$ cat src/rtl/nonce_sweep_ctrl_if.sv
// nonce_sweep_ctrl_if: job handshake, pipeline launch/result and status signals of the nonce sweep controller.
interface nonce_sweep_ctrl_if #(
    parameter int WARR_S = 512
);
    logic              job_valid;
    logic              job_ready;
    logic [WARR_S-1:0] job_block;
    logic [31:0]       job_nonce_first;
    logic [31:0]       job_nonce_last;
    logic              abort;
    logic              pipe_en;
    logic [WARR_S-1:0] pipe_W;
    logic              pipe_done;
    logic              pipe_hit;
    logic              found_valid;
    logic [31:0]       found_nonce;
    logic              sweep_done;
    logic              busy;
    logic              err;

    modport master (
        output job_valid, job_block, job_nonce_first, job_nonce_last, abort, pipe_done, pipe_hit,
        input  job_ready, pipe_en, pipe_W, found_valid, found_nonce, sweep_done, busy, err
    );

    modport slave (
        input  job_valid, job_block, job_nonce_first, job_nonce_last, abort, pipe_done, pipe_hit,
        output job_ready, pipe_en, pipe_W, found_valid, found_nonce, sweep_done, busy, err
    );
endinterface

$ cat src/rtl/nonce_sweep_ctrl.sv
// nonce_sweep_ctrl: sweeps an inclusive nonce range into the SHA pipeline, one launch every DELAY cycles,
// tracking in-flight work and attributing in-order results back to nonces.
module nonce_sweep_ctrl #(
    parameter int WARR_S      = 512,
    parameter int DELAY       = 20,
    parameter int NONCE_LSB   = 384,
    parameter int MAX_INFL    = 127,
    parameter bit STOP_ON_HIT = 1'b1
) (
    input logic               clk,
    input logic               reset,
    nonce_sweep_ctrl_if.slave bus
);
    localparam int IW = $clog2(MAX_INFL + 1);

    typedef enum logic [1:0] {IDLE, ISSUE, DRAIN, DONE} state_t;

    state_t            state;
    logic [WARR_S-1:0] block;
    logic [WARR_S-1:0] nonce_w;
    logic [31:0]       first;
    logic [31:0]       last;
    logic [31:0]       cur;
    logic [31:0]       done_cnt;
    logic [4:0]        ic;
    logic [IW-1:0]     inflight;
    logic              counted;
    logic              spurious;
    logic              launch;
    logic              stop;
    logic              accept;
    logic              bad_range;

    always_comb begin
        counted   = bus.pipe_done && inflight != '0;
        spurious  = bus.pipe_done && inflight == '0;
        launch    = state == ISSUE && ic == '0 && inflight != IW'(MAX_INFL) && !bus.abort;
        stop      = bus.abort || (STOP_ON_HIT && counted && bus.pipe_hit);
        accept    = state == IDLE && bus.job_valid && bus.job_ready;
        bad_range = bus.job_nonce_last < bus.job_nonce_first;
        nonce_w   = block;
        nonce_w[NONCE_LSB +: 32] = cur;
    end

    always_ff @(posedge clk or negedge reset) begin
        if (!reset) begin
            state           <= IDLE;
            block           <= '0;
            first           <= '0;
            last            <= '0;
            cur             <= '0;
            done_cnt        <= '0;
            ic              <= '0;
            inflight        <= '0;
            bus.job_ready   <= 1'b0;
            bus.pipe_en     <= 1'b0;
            bus.pipe_W      <= '0;
            bus.found_valid <= 1'b0;
            bus.found_nonce <= '0;
            bus.sweep_done  <= 1'b0;
            bus.busy        <= 1'b0;
            bus.err         <= 1'b0;
        end else begin
            bus.pipe_en     <= launch;
            bus.found_valid <= counted && bus.pipe_hit;
            bus.sweep_done  <= 1'b0;
            inflight        <= inflight + IW'(launch) - IW'(counted);
            if (launch)
                bus.pipe_W <= nonce_w;
            if (counted) begin
                done_cnt <= done_cnt + 32'd1;
                if (bus.pipe_hit)
                    bus.found_nonce <= first + done_cnt;
            end
            if (spurious)
                bus.err <= 1'b1;
            case (state)
                IDLE: begin
                    bus.job_ready <= !accept;
                    if (accept) begin
                        block          <= bus.job_block;
                        first          <= bus.job_nonce_first;
                        last           <= bus.job_nonce_last;
                        cur            <= bus.job_nonce_first;
                        done_cnt       <= '0;
                        ic             <= '0;
                        bus.err        <= bad_range;
                        bus.busy       <= 1'b1;
                        bus.sweep_done <= bad_range;
                        state          <= bad_range ? DONE : ISSUE;
                    end
                end
                ISSUE: begin
                    // ic parks at 0 while a launch is withheld, so spacing restarts from the actual launch
                    ic <= (ic != '0 || launch) ? ((ic == 5'(DELAY - 1)) ? 5'd0 : ic + 5'd1) : ic;
                    if (launch && cur != last)
                        cur <= cur + 32'd1;
                    if (stop || (launch && cur == last))
                        state <= DRAIN;
                end
                DRAIN: begin
                    if (inflight == '0) begin
                        bus.sweep_done <= 1'b1;
                        state          <= DONE;
                    end
                end
                default: begin
                    bus.job_ready <= 1'b1;
                    bus.busy      <= 1'b0;
                    state         <= IDLE;
                end
            endcase
        end
    end
endmodule

$ cat src/flat_wrapper.sv
// flat-port wrapper written by rule: the top's interface ports become plain ports
module nonce_sweep_ctrl_flat 
#(
    parameter int WARR_S      = 512,
    parameter int DELAY       = 20,
    parameter int NONCE_LSB   = 384,
    parameter int MAX_INFL    = 127,
    parameter bit STOP_ON_HIT = 1'b1
)
  (clk, reset, bus_job_valid, bus_job_block, bus_job_nonce_first, bus_job_nonce_last, bus_abort, bus_pipe_done, bus_pipe_hit, bus_job_ready, bus_pipe_en, bus_pipe_W, bus_found_valid, bus_found_nonce, bus_sweep_done, bus_busy, bus_err);
  nonce_sweep_ctrl_if #(.WARR_S(WARR_S)) bus_i ();
  input logic clk;
  input logic reset;
  input wire logic [$bits(bus_i.job_valid)-1:0] bus_job_valid;
  input wire logic [$bits(bus_i.job_block)-1:0] bus_job_block;
  input wire logic [$bits(bus_i.job_nonce_first)-1:0] bus_job_nonce_first;
  input wire logic [$bits(bus_i.job_nonce_last)-1:0] bus_job_nonce_last;
  input wire logic [$bits(bus_i.abort)-1:0] bus_abort;
  input wire logic [$bits(bus_i.pipe_done)-1:0] bus_pipe_done;
  input wire logic [$bits(bus_i.pipe_hit)-1:0] bus_pipe_hit;
  output wire logic [$bits(bus_i.job_ready)-1:0] bus_job_ready;
  output wire logic [$bits(bus_i.pipe_en)-1:0] bus_pipe_en;
  output wire logic [$bits(bus_i.pipe_W)-1:0] bus_pipe_W;
  output wire logic [$bits(bus_i.found_valid)-1:0] bus_found_valid;
  output wire logic [$bits(bus_i.found_nonce)-1:0] bus_found_nonce;
  output wire logic [$bits(bus_i.sweep_done)-1:0] bus_sweep_done;
  output wire logic [$bits(bus_i.busy)-1:0] bus_busy;
  output wire logic [$bits(bus_i.err)-1:0] bus_err;
  assign bus_i.job_valid = bus_job_valid;
  assign bus_i.job_block = bus_job_block;
  assign bus_i.job_nonce_first = bus_job_nonce_first;
  assign bus_i.job_nonce_last = bus_job_nonce_last;
  assign bus_i.abort = bus_abort;
  assign bus_i.pipe_done = bus_pipe_done;
  assign bus_i.pipe_hit = bus_pipe_hit;
  assign bus_job_ready = bus_i.job_ready;
  assign bus_pipe_en = bus_i.pipe_en;
  assign bus_pipe_W = bus_i.pipe_W;
  assign bus_found_valid = bus_i.found_valid;
  assign bus_found_nonce = bus_i.found_nonce;
  assign bus_sweep_done = bus_i.sweep_done;
  assign bus_busy = bus_i.busy;
  assign bus_err = bus_i.err;
  nonce_sweep_ctrl #(.WARR_S(WARR_S), .DELAY(DELAY), .NONCE_LSB(NONCE_LSB), .MAX_INFL(MAX_INFL), .STOP_ON_HIT(STOP_ON_HIT)) u_core (.clk(clk), .reset(reset), .bus(bus_i));
endmodule
$ cat config.mk
export PLATFORM = sky130hd
export DESIGN_NAME = nonce_sweep_ctrl_flat
export DESIGN_NICKNAME = d
export VERILOG_FILES = /design/src/rtl/nonce_sweep_ctrl_if.sv /design/src/rtl/nonce_sweep_ctrl.sv /design/src/flat_wrapper.sv
export SDC_FILE = /design/constraint.sdc
export NUM_CORES = 2
export LEC_CHECK = 0
export ABC_AREA = 0
export BUFFER_PORTS_ARGS = -buffer_cell sky130_fd_sc_hd__buf_4
export CAP_MARGIN = 30
export CORE_AREA = 2 2 444 446
export DETAILED_ROUTE_END_ITERATION = 8
export DIE_AREA = 0 0 446 448
export PLACE_DENSITY_LB_ADDON = 0.05
export SLEW_MARGIN = 20
export SYNTH_ARGS = -nofsm -noshare
export SYNTH_HDL_FRONTEND = slang
export SYNTH_SLANG_ARGS = --single-unit
$ cat constraint.sdc
create_clock -name clk -period 2.9 [get_ports clk]
set_input_delay 0.29 -clock clk [delete_from_list [all_inputs] [get_ports clk]]
set_output_delay 0.29 -clock clk [all_outputs]
set_load 0.01 [all_outputs]
Word-level counts from Yosys, hierarchy flattened. Index checks and enable logic that the tools add are counted.

Bits of input ports: 582. Output and inout port bits: 550. Word-level logic and storage cells: 87. Bits in registers: 1204.

Reductions and logical operators: 28. Mux-type cells: 24. Magnitude comparators: 1. $add $sub $neg: 6. Bitwise operators: 1. Equality and inequality tests: 11.

Operator list (count): $mux W32 (5); $add A32 B1 Y32 const B (2); $pmux W32 S2 (1); $add A32 B32 Y32 (1); $eq A32 B32 Y1 (1); $lt A32 B32 Y1 (1); $ne A32 B32 Y1 (1); $mux W5 (3); $logic_and A1 B1 Y1 (10); $pmux W5 S2 (1); $reduce_and A3 Y1 (3); $mux W2 (4); $add A7 B1 Y7 (1); $logic_not A7 Y1 (1); $ne A7 B7 Y1 const B (1); $reduce_bool A7 Y1 (1); $sub A7 B1 Y7 (1); $mux W1 (6); $ne A2 B2 Y1 const B (3); $pmux W1 S2 (3); $pmux W2 S3 (1); $reduce_and A2 Y1 (3); $add A5 B1 Y5 const B (1); $eq A5 B5 Y1 const B (1); other kinds (11) (15).

Depth between registers and ports, before layout.
Word-level depth: 8. Gate-level depth with buffers: 15. Mapped depth without buffers: 14.

Worst setup path after synthesis. OpenSTA, ideal clock, no wires.

Path type: register to register. Start point: register u_core.state[1]. End point: register u_core.inflight[6]. Arrival time: 2885 ps. Period minus slack after synthesis: 3010 ps. Data required time: 2775 ps. Setup time: 125 ps. Stages on the path, launching flop included: 16. Slack: -110 ps. Buffers on the path: 3. Path through: dfrtp_1 -> inv_1 -> ha_1 -> nand4_1 -> a311oi_1 -> clkbuf_1 -> clkbuf_1 -> buf_2 -> ha_1 -> fa_1 -> a21oi_1 -> nor2_1 -> o21ai_0 -> a21oi_1 -> nor2_1 -> xnor2_1.

Longest elaborated chain between the ends: 6.

RTL lines: start, declared (line nonce_sweep_ctrl.sv:18) `state_t state;`; start signal, assigned (line nonce_sweep_ctrl.sv:90) `state <= bad_range ? DONE : ISSUE;`; $eq A2 B1 Y1 (line nonce_sweep_ctrl.sv:37) `launch = state == ISSUE && ic == '0 && inflight != IW'(MAX_INFL) && !bus.abort;`; $logic_and A1 B1 Y1 (3 in a row) (line nonce_sweep_ctrl.sv:37); named net u_core.launch (line nonce_sweep_ctrl.sv:29) `logic launch;`; $add A7 B1 Y7 (line nonce_sweep_ctrl.sv:67) `inflight <= inflight + IW'(launch) - IW'(counted);`; $sub A7 B1 Y7 (line nonce_sweep_ctrl.sv:67); end signal, assigned (line nonce_sweep_ctrl.sv:67); end, declared (line nonce_sweep_ctrl.sv:26) `logic [IW-1:0] inflight;`.

The timed path passes the listed nets, and every way through them passes these cells. A chain may end at the register's enable or synchronous reset.

Worst setup path in the final report.
Start point: input bus_job_nonce_first[2]. End point: register u_core.bus.sweep_done.

Longest elaborated chain between the ends: 3.

RTL lines: start, declared (line flat_wrapper.sv:16) `input wire logic [$bits(bus_i.job_nonce_first)-1:0] bus_job_nonce_first;`; $lt A32 B32 Y1 (line nonce_sweep_ctrl.sv:40) `bad_range = bus.job_nonce_last < bus.job_nonce_first;`; $mux W1 (line nonce_sweep_ctrl.sv:80) `if (accept) begin`; $pmux W1 S2 (line nonce_sweep_ctrl.sv:77) `case (state)`; end signal, assigned (line nonce_sweep_ctrl.sv:89) `bus.sweep_done <= bad_range;`; end, declared (line nonce_sweep_ctrl_if.sv:28) `output job_ready, pipe_en, pipe_W, found_valid, found_nonce, sweep_done, busy, err`.

No other way between the ends.

==> results.md <==
* Status: completed
* DR iter-0 viols at 1907
* DRC Markers at 0
* Area of the core at 0.195 mm2
* GRT Residual Overflow at 0
* Total power at 73.6 mW
* Most used DFF post-synth: dfrtp_1
* Final #Nets at 6741
* Fin area at 0.0705 mm2
* Post-synthesis cell type count at 67
* Routed WL at 188 mm
* Synthesized area per cell at 11.0 um2
* Fmax at 361 MHz
* Layout Cells excl Fill at 8755
* Post-Syn Instances at 4328
* Placed Cells incl. Taps at 7917
* WS Path Type: input port to flip-flop
* Fin Clk Skew at 35.2 ps
* Clock Sinks at 1172
* Final Cycle Share at 0.955
* Flop pwr share at 0.377
* P&R area growth vs syn at 48.3%
* Hold slack at 127 ps
* DIE AREA at 0.200 mm2
* P_int at 47.8 mW
* Fin. Hold Viols at 0
* Vias post-DR at 37.2k
* Share of total power in the clock network at 0.260
* Post-synth top area share at 0.617
* Post-layout util at 0.362
* Setup WS pre-CTS at -5.69 ps
* Clock tree from TritonCTS: built
* Psw at 25.8 mW
* Peak VDD IR at 633 uV
* Share of cells above drive strength 1 at 0.331
* Worst-path fanout max at 3
* Crit path DAT at 3370 ps
* Yosys warnings at 0
* Hold Crit Depth at 4
* Crit. End Element: flip-flop
* Hold crit path type: input port to flip-flop
* Placement-stage cell area at 0.0598 mm2
* Initial antenna violation count at 59
* Largest area contributor in the netlist: dfrtp_1
* First-pass GRT wire length at 271 mm
* Setup_tns at 0 ps
* DR WL/cell at 21.5 um
* Pwr dens at 1040 mW/mm2
* Syn Nets at 4993
* Comb pwr share at 0.364
* FFs w/ async S/R, synth at 1.00
* Die H at 448 um
* R2r worst-path depth at 9
* Clock transition at path regs at 50 ps
* Max_slew headroom at 0.290
* CTS Root Cell: clkbuf_16
* Slew Limit Fails at 0
* Port Buffers at 1099
* ANT nets after route at 0
* Period minus WS final at 2770 ps
* Synth area leaders: dfrtp_1 62%, nand2_1 13%, mux2_2 12%, ha_1 2.1%, xor2_1 1.3%
* Starting Density at 0.244
* H-tree depth at 4
* Initial DRT Pass Iterations at 7
* Vias in the first global route at 39.2k
* Final HPWL from detailed placement at 137 mm
* Clk_lat worst skew at 800 ps
* Cts bufs inserted at 149
* Die W at 446 um
* GRT Util Overall at 0.183
* Post-synthesis sequential area ratio at 0.617
* Largest net degree at the start of global routing at 190
* P_leak at 35.2 nW
* Final WS setup at 132 ps
* #FFs+latches synth at 1172
* CP Launch Type: input port
* Max-capacitance violation count at 0
* Synth Cell Area at 0.0475 mm2
* Net Sw Frac at 0.351
* Slew @ Worst Pin at 1070 ps
* Rows at 162
* Final setup viols at 0
* Max clock buf depth at 3
* IO Count at 1132
* Post-synth EDFFs at 0
* RSZ-0062 raised after global routing: false
* GP Congestion at 0.784
* Worst EP required at 3500 ps
* Via density at 4.25
layer usage:
metal	up-vias	share of wire	global-route usage
li1	17800	-	-
met1	18300	0.39	0.211
met2	860	0.51	0.323
met3	307	0.063	0.0549
met4	12	0.033	0.0597
met5	-	0.00043	0
cells in the mapped netlist, types with 7 or more instances:
| library cell | number |
|---|---|
| a211o_1 | 8 |
| nor4_1 | 10 |
| mux2i_1 | 11 |
| inv_1 | 61 |
| nand2_1 | 1657 |
| o21ai_1 | 10 |
| nor3_1 | 16 |
| o21ai_0 | 108 |
| o22ai_1 | 12 |
| buf_2 | 57 |
| clkbuf_1 | 150 |
| a211oi_1 | 9 |
| and3_1 | 20 |
| mux2_2 | 514 |
| ha_1 | 81 |
| xor2_1 | 73 |
| dfrtp_1 | 1172 |
| nand4_1 | 24 |
| a22oi_1 | 15 |
| nor2_1 | 67 |
| nor2b_1 | 7 |
| nand3_1 | 30 |
| buf_1 | 9 |
| a21o_1 | 23 |
| a21oi_1 | 57 |
| xnor2_1 | 22 |
| a31oi_1 | 8 |
flip-flops by register name, indices dropped and copies added, names as in the netlist:
register / flops
u_core.state: 2
u_core.bus.found_nonce: 32
u_core.bus.err: 1
u_core.bus.pipe_en: 1
u_core.ic: 5
u_core.bus.sweep_done: 1
u_core.done_cnt: 32
u_core.first: 32
u_core.bus.busy: 1
u_core.cur: 32
u_core.bus.found_valid: 1
u_core.inflight: 7
u_core.block: 480
u_core.last: 32
u_core.bus.job_ready: 1
u_core.bus.pipe_W: 512
final cells by class:
type | count | area, um2
multi-input cells | 2879 | 17200
clock buffers | 224 | 4430
inverters | 61 | 229
well taps | 2542 | 3180
flip-flops and latches | 1172 | 29300
repair buffers | 1813 | 15500
fillers | 19800 | 124000
diodes | 23 | 57.6
clock inverters | 41 | 598
kinds of logic after synthesis:
family / count (synthesis) / synth area share
flip-flops: 1172 / 0.617
AND/OR/NAND/NOR: 1864 / 0.154
adder cells (fa/ha/maj): 83 / 0.0222
AO/OA/AOI/OAI: 312 / 0.0415
multiplexers: 525 / 0.124
buffers and inverters: 277 / 0.0234
XOR/XNOR: 95 / 0.0175
power by group through the flow:
stage | sequential [mW] | combinational, mW | clock, mW
floorplan | 28.6 | 12.1 | 0
global placement | 27.9 | 26.5 | 0
detailed placement | 28.0 | 26.6 | 0
CTS | 27.8 | 27.4 | 19.9
global route | 28.7 | 29.5 | 20.5
finish | 27.7 | 26.8 | 19.1
critical path, cell delays in order:
cell           delay [ps]
dlygate4sd3_1         590
buf_4                 130
inv_1                  60
ha_1                  290
a21o_1                110
a31oi_1                50
o21ai_0               370
a31oi_1               170
o41ai_1               360
buf_4                 190
a21oi_1                90
o31ai_1               280
buf_4                 230
o21ai_0               120
repair_timing:
item | in CTS | in global routing
pin swaps | 0 | 4
hold endpoints to repair | 1010 | 0
cloned | 0 | 1
resized for setup | 1 | 16
buffers inserted | 0 | 2
hold buffers | 547 | 0
endpoints found under the setup margin | 1 | 152
placed cells by master (no fill, tap or decap), drive strengths merged, types with 6 or more instances in the layout:
cell and instances:
nor2 67, clkinv 22, nand2 1657, a21o 23
diode 23, bufinv 9, nand4 24, o31ai 7
xnor2 22, buf 1265, clkbuf 225, a211oi 10
ha 81, a211o 8, o21ai 119, o22ai 12
nor4 12, o21a 6, dlygate4sd3 547, nand3 30
xor2 73, mux2 514, a22oi 15, a21oi 58
nand2b 6, dfrtp 1172, inv 69, mux2i 11
nor3 16, and3 20, a31oi 8, nor2b 7
final timing paths:
| path | slack (ps) | endpoint | from |
|---|---|---|---|
| setup reg to reg | 140 | u_core.bus.found_nonce[31]$_DFFE_PN0P_ | u_core.done_cnt[2]$_DFF_PN0_ |
| hold reg to reg | 470 | u_core.block[73]$_DFFE_PN0P_ | u_core.block[73]$_DFFE_PN0P_ |
| hold / removal | 130 | u_core.inflight[0]$_DFF_PN0_ | bus_abort |
| min in group asynchronous | 150 | u_core.block[467]$_DFFE_PN0P_ | reset |
| max in group asynchronous | 1730 | u_core.block[175]$_DFFE_PN0P_ | reset |
| setup / recovery | 130 | u_core.bus.sweep_done$_DFF_PN0_ | bus_job_nonce_first[2] |
(Power assumes the default switching activity.)
